===== src/rtl/register_file_sb.sv =====
// register_file_sb: 1W/2R register file with optional hard-wired zero register and busy scoreboard.
// Define REGFILE_BYPASS_EN to forward same-cycle writeback data to the read ports.
module register_file_sb #(
    parameter int DATA_WIDTH    = 16,
    parameter int ADDRESS_WIDTH = 3,
    parameter int ZERO_REG      = 1
) (
    input  logic                     clk,
    input  logic                     reset,
    input  logic                     write,
    input  logic [ADDRESS_WIDTH-1:0] addr_in,
    input  logic [DATA_WIDTH-1:0]    data_in,
    input  logic [ADDRESS_WIDTH-1:0] addr_a,
    input  logic [ADDRESS_WIDTH-1:0] addr_b,
    output logic [DATA_WIDTH-1:0]    data_a,
    output logic [DATA_WIDTH-1:0]    data_b,
    input  logic                     alloc,
    input  logic [ADDRESS_WIDTH-1:0] alloc_addr,
    output logic                     busy_a,
    output logic                     busy_b,
    output logic                     waw
);
    localparam int DEPTH = 2 ** ADDRESS_WIDTH;
`ifdef REGFILE_BYPASS_EN
    localparam bit BYPASS = 1'b1;
`else
    localparam bit BYPASS = 1'b0;
`endif

    logic [DATA_WIDTH-1:0] bank_q [DEPTH];
    logic [DATA_WIDTH-1:0] bank_d [DEPTH];
    logic [DEPTH-1:0]      busy_q, busy_d;
    logic                  wr_en, al_en, fwd_a, fwd_b;

    function automatic logic is_zero(input logic [ADDRESS_WIDTH-1:0] a);
        return (ZERO_REG != 0) && (a == '0);
    endfunction

    assign wr_en = write && !is_zero(addr_in);
    assign al_en = alloc && !is_zero(alloc_addr);
    assign fwd_a = BYPASS && wr_en && (addr_in == addr_a);
    assign fwd_b = BYPASS && wr_en && (addr_in == addr_b);

    // alloc is applied after the write so a same-index collision leaves the register busy
    always_comb begin
        bank_d = bank_q;
        busy_d = busy_q;
        if (wr_en) begin
            bank_d[addr_in] = data_in;
            busy_d[addr_in] = 1'b0;
        end
        if (al_en) busy_d[alloc_addr] = 1'b1;
    end

    always_ff @(posedge clk or negedge reset) begin
        if (!reset) begin
            busy_q <= '0;
            for (int i = 0; i < DEPTH; i++) bank_q[i] <= '0;
        end else begin
            busy_q <= busy_d;
            bank_q <= bank_d;
        end
    end

    assign data_a = (!reset || is_zero(addr_a)) ? '0 : fwd_a ? data_in : bank_q[addr_a];
    assign data_b = (!reset || is_zero(addr_b)) ? '0 : fwd_b ? data_in : bank_q[addr_b];
    assign busy_a = reset && (fwd_a ? (al_en && alloc_addr == addr_a) : busy_q[addr_a]);
    assign busy_b = reset && (fwd_b ? (al_en && alloc_addr == addr_b) : busy_q[addr_b]);
    assign waw    = reset && al_en && busy_q[alloc_addr];
endmodule

===== config.mk =====
export PLATFORM = sky130hd
export DESIGN_NAME = register_file_sb
export DESIGN_NICKNAME = d
export VERILOG_FILES = /design/src/rtl/register_file_sb.sv
export SDC_FILE = /design/constraint.sdc
export NUM_CORES = 1
export LEC_CHECK = 0
export ABC_AREA = 1
export BUFFER_PORTS_ARGS = -buffer_cell sky130_fd_sc_hd__buf_4
export CAP_MARGIN = 20
export CORE_MARGIN = 5
export CORE_UTILIZATION = 55
export DETAILED_ROUTE_END_ITERATION = 16
export HOLD_SLACK_MARGIN = 0.03
export PLACE_DENSITY_LB_ADDON = 0.05
export SYNTH_ARGS = -nofsm -noshare
export SYNTH_HDL_FRONTEND = slang
export SYNTH_SLANG_ARGS = --single-unit

===== constraint.sdc =====
create_clock -name clk -period 1.6 [get_ports clk]
set_input_delay 0.48 -clock clk [delete_from_list [all_inputs] [get_ports clk]]
set_output_delay 0.48 -clock clk [all_outputs]
set_load 0.02 [all_outputs]

==> qor.yml, run 1 <==
synth.most_common_cell: "nand2_1"
track_usage_pct: 31.03
r2r_start: "bank_q[72]"
final.min_clock_period_ns: 2.096
grt_max_degree: 128
synth_top_family_by_area: "simple AND/OR/NAND/NOR gates"
ys_types: 21
period_share_pct: 131.0
routed_wirelength_um: 29040
nets: 1361
dr.pass1.iters: 7
grt_pass1_wl_um: 42830
worstPathArrival_ns: 1.62
outcome: "finished with violations"
required_ns: 1.12
die_x_um: 131.4
r2r_setup_slack_ns: 0.81
slew_viol_final: 0
crit_path_max_incr_delay_ns: 0.16
port_buffers: 66
max_freq_mhz: 477.2
gp_congestion: 0.8695
cp_common_cell: "nor2_4"
start_kind: "input port"
violations: "negative setup slack"
cts_tree: "yes"
ioPinCount: 67
crit_path_top_delay_cell: "buf_16"
post-route-util_pct: 79.68
final_cells: 1526
placedCellCount: 1450
wl_per_cell_um: 19.03
row_count: 44
synth-seq-area-share_pct: 41.99
cts.clk_slew.worst_paths_ns: 0.06
leakage_nw: 5.872
fin_ws_ns: -0.4957
areaGrowthSynthToFinish_pct: 42.37
grt_pass1_vias: 8106
die_area_sq_mm: 0.01726
cts_sinks: 136
path_cells: "buf_8, buf_16, inv_8, buf_12, nand2_1, nand3_1, nand2_2, nor2_4, nor2_4, buf_4"
rr_worst_depth: 3
final_area_sq_mm: 0.01154
dr.first_iter.drc_count: 1158
drc: 0
ys.warnings.count: 0
syn_nets: 1274
synth-edff-count: 0
drive_gt1_share_pct: 38.75
synth_top_area_share_pct: 41.99
ant_nets: 0
via_per_inst: 5.765
setup_viol: 35
vias: 8798
pwr_density_cell_mw_per_mm2: 1036
timing.hold.ws_ns: 0.2600
min_from: "data_in[4]"
max_cap_violations: 0
cts_buffers: 17
netlist_area_sq_mm: 0.008104
hold_end: "bank_q[4]"
cts_buffer_depth: 2
path_class: "in -> out"
grt_antenna_before_repair: 0
slew_headroom_pct: 53.00
syn_avg_cell_area_sq_um: 6.525
synth_fa_ha_area_share_pct: 0
timing.rr.end: "bank_q[72]"
synth_common_cells: "nand2_1, nand3_1, inv_1"
endpoint_kind: "output pin"
hold_path_class: "in -> reg"
worstPathMaxFanout: 6
yosys.area_share.simple_pct: 36.45
min_delay_path_depth: 3
synth_async_sr_flop_share_pct: 100.0
post-dp-hpwl_um: 16240
hold_violations: 0
synth.area.mux_share_pct: 0
yosys.area.top_type: "dfrtp_1"
place_area_sq_mm: 0.009338
start_util_pct: 55.97
htreeDepth: 4
tightest_slew_ns: 0.7050
synth_xor_area_share_pct: 0
tns_ns: -12.92
clock_latency_ns: 0.43
syn-instance-count: 1242
ys_ff_latch: 136
root_buffer: "clkbuf_16"
vdd_drop_max_mv: 0.8736
core_sq_mm: 0.01448
rsz0062_at_grt: "true"
synth_compound_gate_area_share_pct: 7.889
die_h_um: 131.4
n_antenna_cell: 0
fin_skew_ns: 0
synth_ff_type: "dfrtp_1"
grt_overflow: 0
synthTopCellsByArea: "dfrtp_1, nand2_1, nand3_1, inv_1, o21ai_0"
[metrics by stage]
| stage | power, mW | setup WS [ns] |
|---|---|---|
| finish | 11.95 | -0.4957 |
| global route | 12.51 | -0.5089 |
| detailed placement | 7.072 | -0.5397 |
| floorplan | 6.201 | -0.1446 |
| CTS | 11.39 | -0.4212 |
| global placement | 6.995 | -0.5197 |
[cells by family (layout without fill, tap and decap cells)]
group | count (synthesis) | after routing
and+or+nand+nor | 724 | 724
DFF | 136 | 136
buffers and inverters | 257 | 357
AOI/OAI and AO/OA | 125 | 125
[state kept, by name, indices dropped and copies added, names as in the netlist]
register  flops
bank_q      128
busy_q        8
[what timing repair did]
action | 4_1_cts | 5_1_grt
setup endpoints to repair | 35 | 35
pin swaps | 60 | 101
resized for setup | 207 | 171
gates cloned | 7 | 4
buffers inserted | 9 | 25
endpoints found under the hold margin | 9 | 0
hold buffers | 1 | 0
[how the worst max path moves through the flow]
stage / from / endpoint
finish: addr_b[0] / data_b[8]
floorplan: addr_a[0] / data_a[2]
global route: addr_b[0] / data_b[8]
detailed placement: addr_b[0] / data_b[10]
CTS: addr_b[0] / data_b[12]
global placement: addr_b[0] / data_b[10]
[layout make-up]
cell class	instances	area (sq um)
multi-input combinational	849	4742
sequential	136	3403
fill	991	2942
timing repair buffer	160	1908
inverter	164	661.9
clock buffer	17	425.4
tap	184	230.2
clock inverter	15	155.1
timing repair inverter	1	11.26
[routing by layer]
metal  GRT usage [%]  vias to the layer above  wire [um]
met2           48.90                      546      13590
met4           13.03                        0       1320
met5               0                        -          0
met1           41.57                     4137      11290
li1                -                     4002          -
met3           6.881                      113       2845
[layout by cell type (no fill, tap or decap), types with 2 or more instances in the layout]
master	synthesis	layout
buf_4	4	81
buf_12	0	23
a21oi_4	0	2
o21ai_0	109	109
inv_1	160	73
buf_6	10	37
nor2_2	1	27
inv_6	0	3
clkinv_4	0	3
nand3_2	0	76
nand3_4	0	5
nand2_2	0	64
clkinvlp_4	0	6
nand2_4	0	18
o21ai_1	10	10
nand3_1	174	93
nor2_4	0	44
bufinv_16	0	2
inv_8	0	2
nor2_1	76	6
buf_8	0	6
inv_2	4	86
buf_16	0	9
nand2_1	471	389
clkinv_2	0	3
o211ai_1	2	2
dfrtp_1	136	136
clkbuf_16	0	20
[worst max-delay path: cells and delay by family]
family / cells / cell delay, ns
simple gates: 5 / 0.45
buf+inv: 5 / 0.66
[power by group]
group / switching, mW / leakage, nW / internal (mW)
logic: 2.20 / 3.88 / 1.46
registers: 0.350 / 1.72 / 4.01
clock network: 1.64 / 0.267 / 2.29
No activity file was read; power rests on OpenSTA's default activity.
==> inputs of run 2 (changes only) <==
==> constraint.sdc (replaced) <==
create_clock -name clk -period 2 [get_ports clk]
set_input_delay 0.6 -clock clk [delete_from_list [all_inputs] [get_ports clk]]
set_output_delay 0.6 -clock clk [all_outputs]
set_load 0.02 [all_outputs]
==> qor.yml, run 2 (synthesized netlist as in run 1, its figures left out) <==
worstSetupPathDepth: 9  # was 10
worstPathMaxFanout: 8  # was 6
outcome: "finished with violations"  # unchanged
worstPathArrival_ns: 1.60  # was 1.62 ns
drc: 0  # unchanged
r2r_setup_slack_ns: 1.22  # was 0.81 ns
switching_share_pct: 34.77  # was 35.03%
fin_ws_ns: -0.2031  # was -0.4957 ns
die_x_um: 131.4  # unchanged
post-dp-hpwl_um: 16320  # was 16240 um
via_per_inst: 5.897  # was 5.765
required_ns: 1.40  # was 1.12 ns
cts_buffers: 17  # unchanged
crit_path_end: "data_b[14]"  # was data_b[8]
clock_latency_ns: 0.43  # about the same
switchingPower_mw: 3.312  # was 4.187 mW
crit_path_top_delay_cell: "buf_12"  # was buf_16
place_area_sq_mm: 0.009215  # was 0.009338 sq mm
nets: 1338  # was 1361
leakage_nw: 5.911  # was 5.872 nW
final_area_sq_mm: 0.01162  # was 0.01154 sq mm
final_cell_mix: "nand2_1, inv_1, dfrtp_1"  # was nand2_1, dfrtp_1, o21ai_0
grt_pass1_vias: 8249  # was 8106
wl_per_cell_um: 19.68  # was 19.03 um
areaGrowthSynthToFinish_pct: 43.38  # was 42.37%
rr_worst_depth: 2  # was 3
root_buffer: "clkbuf_16"  # unchanged
path_cells: "buf_12, buf_12, buf_16, nand2_1, nand3_2, nand3_2, nand2_2, nor2_4, buf_6"  # was buf_8, buf_16, inv_8, buf_12, nand2_1, nand3_1, nand2_2, nor2_4, nor2_4, buf_4
post-route-util_pct: 80.25  # was 79.68%
crit_family: "buffers and inverters"  # unchanged
final_cells: 1503  # was 1526
grt_antenna_before_repair: 0  # unchanged
vdd_drop_max_mv: 0.6088  # was 0.8736 mV
path_buf_inv: 4  # was 5
timing.hold.ws_ns: 0.1141  # was 0.2600 ns
rsz0062_at_grt: "true"  # unchanged
core_sq_mm: 0.01448  # unchanged
htreeDepth: 4  # unchanged
dr.pass1.iters: 7  # unchanged
routed_wirelength_um: 29590  # was 29040 um
fin_skew_ns: 0  # unchanged
endpoint_kind: "output pin"  # unchanged
reg.largest.list: "bank_q: 128 flops, busy_q: 8 flops"  # unchanged
start_util_pct: 55.97  # unchanged
slew_viol_final: 0  # unchanged
cts_sinks: 136  # unchanged
dr.first_iter.drc_count: 1033  # was 1158
violations: "negative setup slack"  # unchanged
gp_congestion: 0.8924  # was 0.8695
grt_pass1_wl_um: 42530  # was 42830 um
crit_path_max_incr_delay_ns: 0.15  # was 0.16 ns
period_share_pct: 110.2
ioPinCount: 67  # unchanged
largest_reg_flops: 128  # unchanged
pwr-share-seq_pct: 36.2  # was 36.5%
p_int_mw: 6.213  # was 7.764 mW
path_class: "in -> out"  # unchanged
die_h_um: 131.4  # unchanged
port_buffers: 66  # unchanged
holdBufCountCts: 0  # was 1
max_cap_violations: 0  # unchanged
grt_overflow: 0  # unchanged
ant_nets: 0  # unchanged
placedCellCount: 1445  # was 1450
setup_viol: 35  # unchanged
pwr_density_cell_mw_per_mm2: 819.7  # was 1036 mW/mm^2
r2r_start: "bank_q[33]"  # was bank_q[72]
tightest_slew_ns: 0.7572  # was 0.7050 ns
slew_headroom_pct: 49.52  # was 53.00%
die_area_sq_mm: 0.01726  # unchanged
clockPowerShare_pct: 33.8  # was 32.9%
drive_gt1_share_pct: 32.30  # was 38.75%
p_comb_share_pct: 30.0  # was 30.6%
startpoint: "addr_b[0]"  # unchanged
tns_ns: -5.056  # was -12.92 ns
max_freq_mhz: 453.9
cts_tree: "yes"  # unchanged
final_common_cell: "nand2_1"  # unchanged
final.min_clock_period_ns: 2.203
track_usage_pct: 30.72  # was 31.03%
start_kind: "input port"  # unchanged
timing.rr.end: "bank_q[33]"  # was bank_q[72]
vias: 8863  # was 8798
grt_max_degree: 59  # was 128
n_antenna_cell: 0  # unchanged
largest_register: "bank_q"  # unchanged
cts_buffer_depth: 2  # unchanged
row_count: 44  # unchanged
hold_violations: 0  # unchanged
cts.clk_slew.worst_paths_ns: 0.06  # about the same
hold_path_class: "in -> async"  # was in -> reg
run 2: cell count changes in the layout (fill, tap and decap cells not counted), moves of 7 or more:
| cell | before | now |
|---|---|---|
| inv_2 | 86 | 3 |
| buf_12 | 23 | 32 |
| nand2_1 | 389 | 376 |
| buf_4 | 81 | 40 |
| nand2_2 | 64 | 73 |
| buf_6 | 37 | 44 |
| inv_1 | 73 | 156 |
run 2: how the worst min path moves through the flow:
stage	end	from	slack, ns
6_report	busy_q[7]	reset	0.11
3_3_place_gp	bank_q[120]	bank_q[120]	0.36
5_1_grt	bank_q[127]	reset	0.13
2_1_floorplan	bank_q[0]	reset	0.30
4_1_cts	bank_q[113]	reset	0.14
3_5_place_dp	bank_q[115]	bank_q[115]	0.37
run 2: routing by layer:
layer / GRT usage [%] / wire length [um] / vias to the layer above
met5: 0 / 0 / -
met2: 48.39 / 13740 / 581
met1: 40.68 / 11110 / 4180
li1: - / - / 3943
met3: 7.989 / 3105 / 159
met4: 12.29 / 1626 / 0
run 2: final cells by class:
type / count / area, sq um
sequential: 136 / 3403
clock buffer: 19 / 452.9
clock inverter: 13 / 143.9
inverter: 164 / 676.9
timing repair buffer: 137 / 1954
tap: 184 / 230.2
multi-input combinational: 849 / 4747
fill: 953 / 2859
timing repair inverter: 1 / 11.26
run 2: power groups by stage:
stage | combinational [mW] | clock (mW) | sequential (mW)
global placement | 2.11 | 0 | 3.46
floorplan | 1.53 | 0 | 3.42
CTS | 2.54 | 3.20 | 3.43
global route | 3.11 | 3.36 | 3.49
detailed placement | 2.15 | 0 | 3.47
finish | 2.86 | 3.22 | 3.45
run 2: what timing repair did:
item	4_1_cts	5_1_grt
setup buffers	10	0
endpoints found under the setup margin	35	35
resized for setup	224	127
cloned	9	10
pin swaps	47	80
run 2: per-stage QoR:
stage	setup WS [ns]	total power [mW]
2_1_floorplan	-0.001155	4.946
3_3_place_gp	-0.3282	5.569
3_5_place_dp	-0.3231	5.627
4_1_cts	-0.1762	9.170
5_1_grt	-0.2222	9.960
6_report	-0.2031	9.525
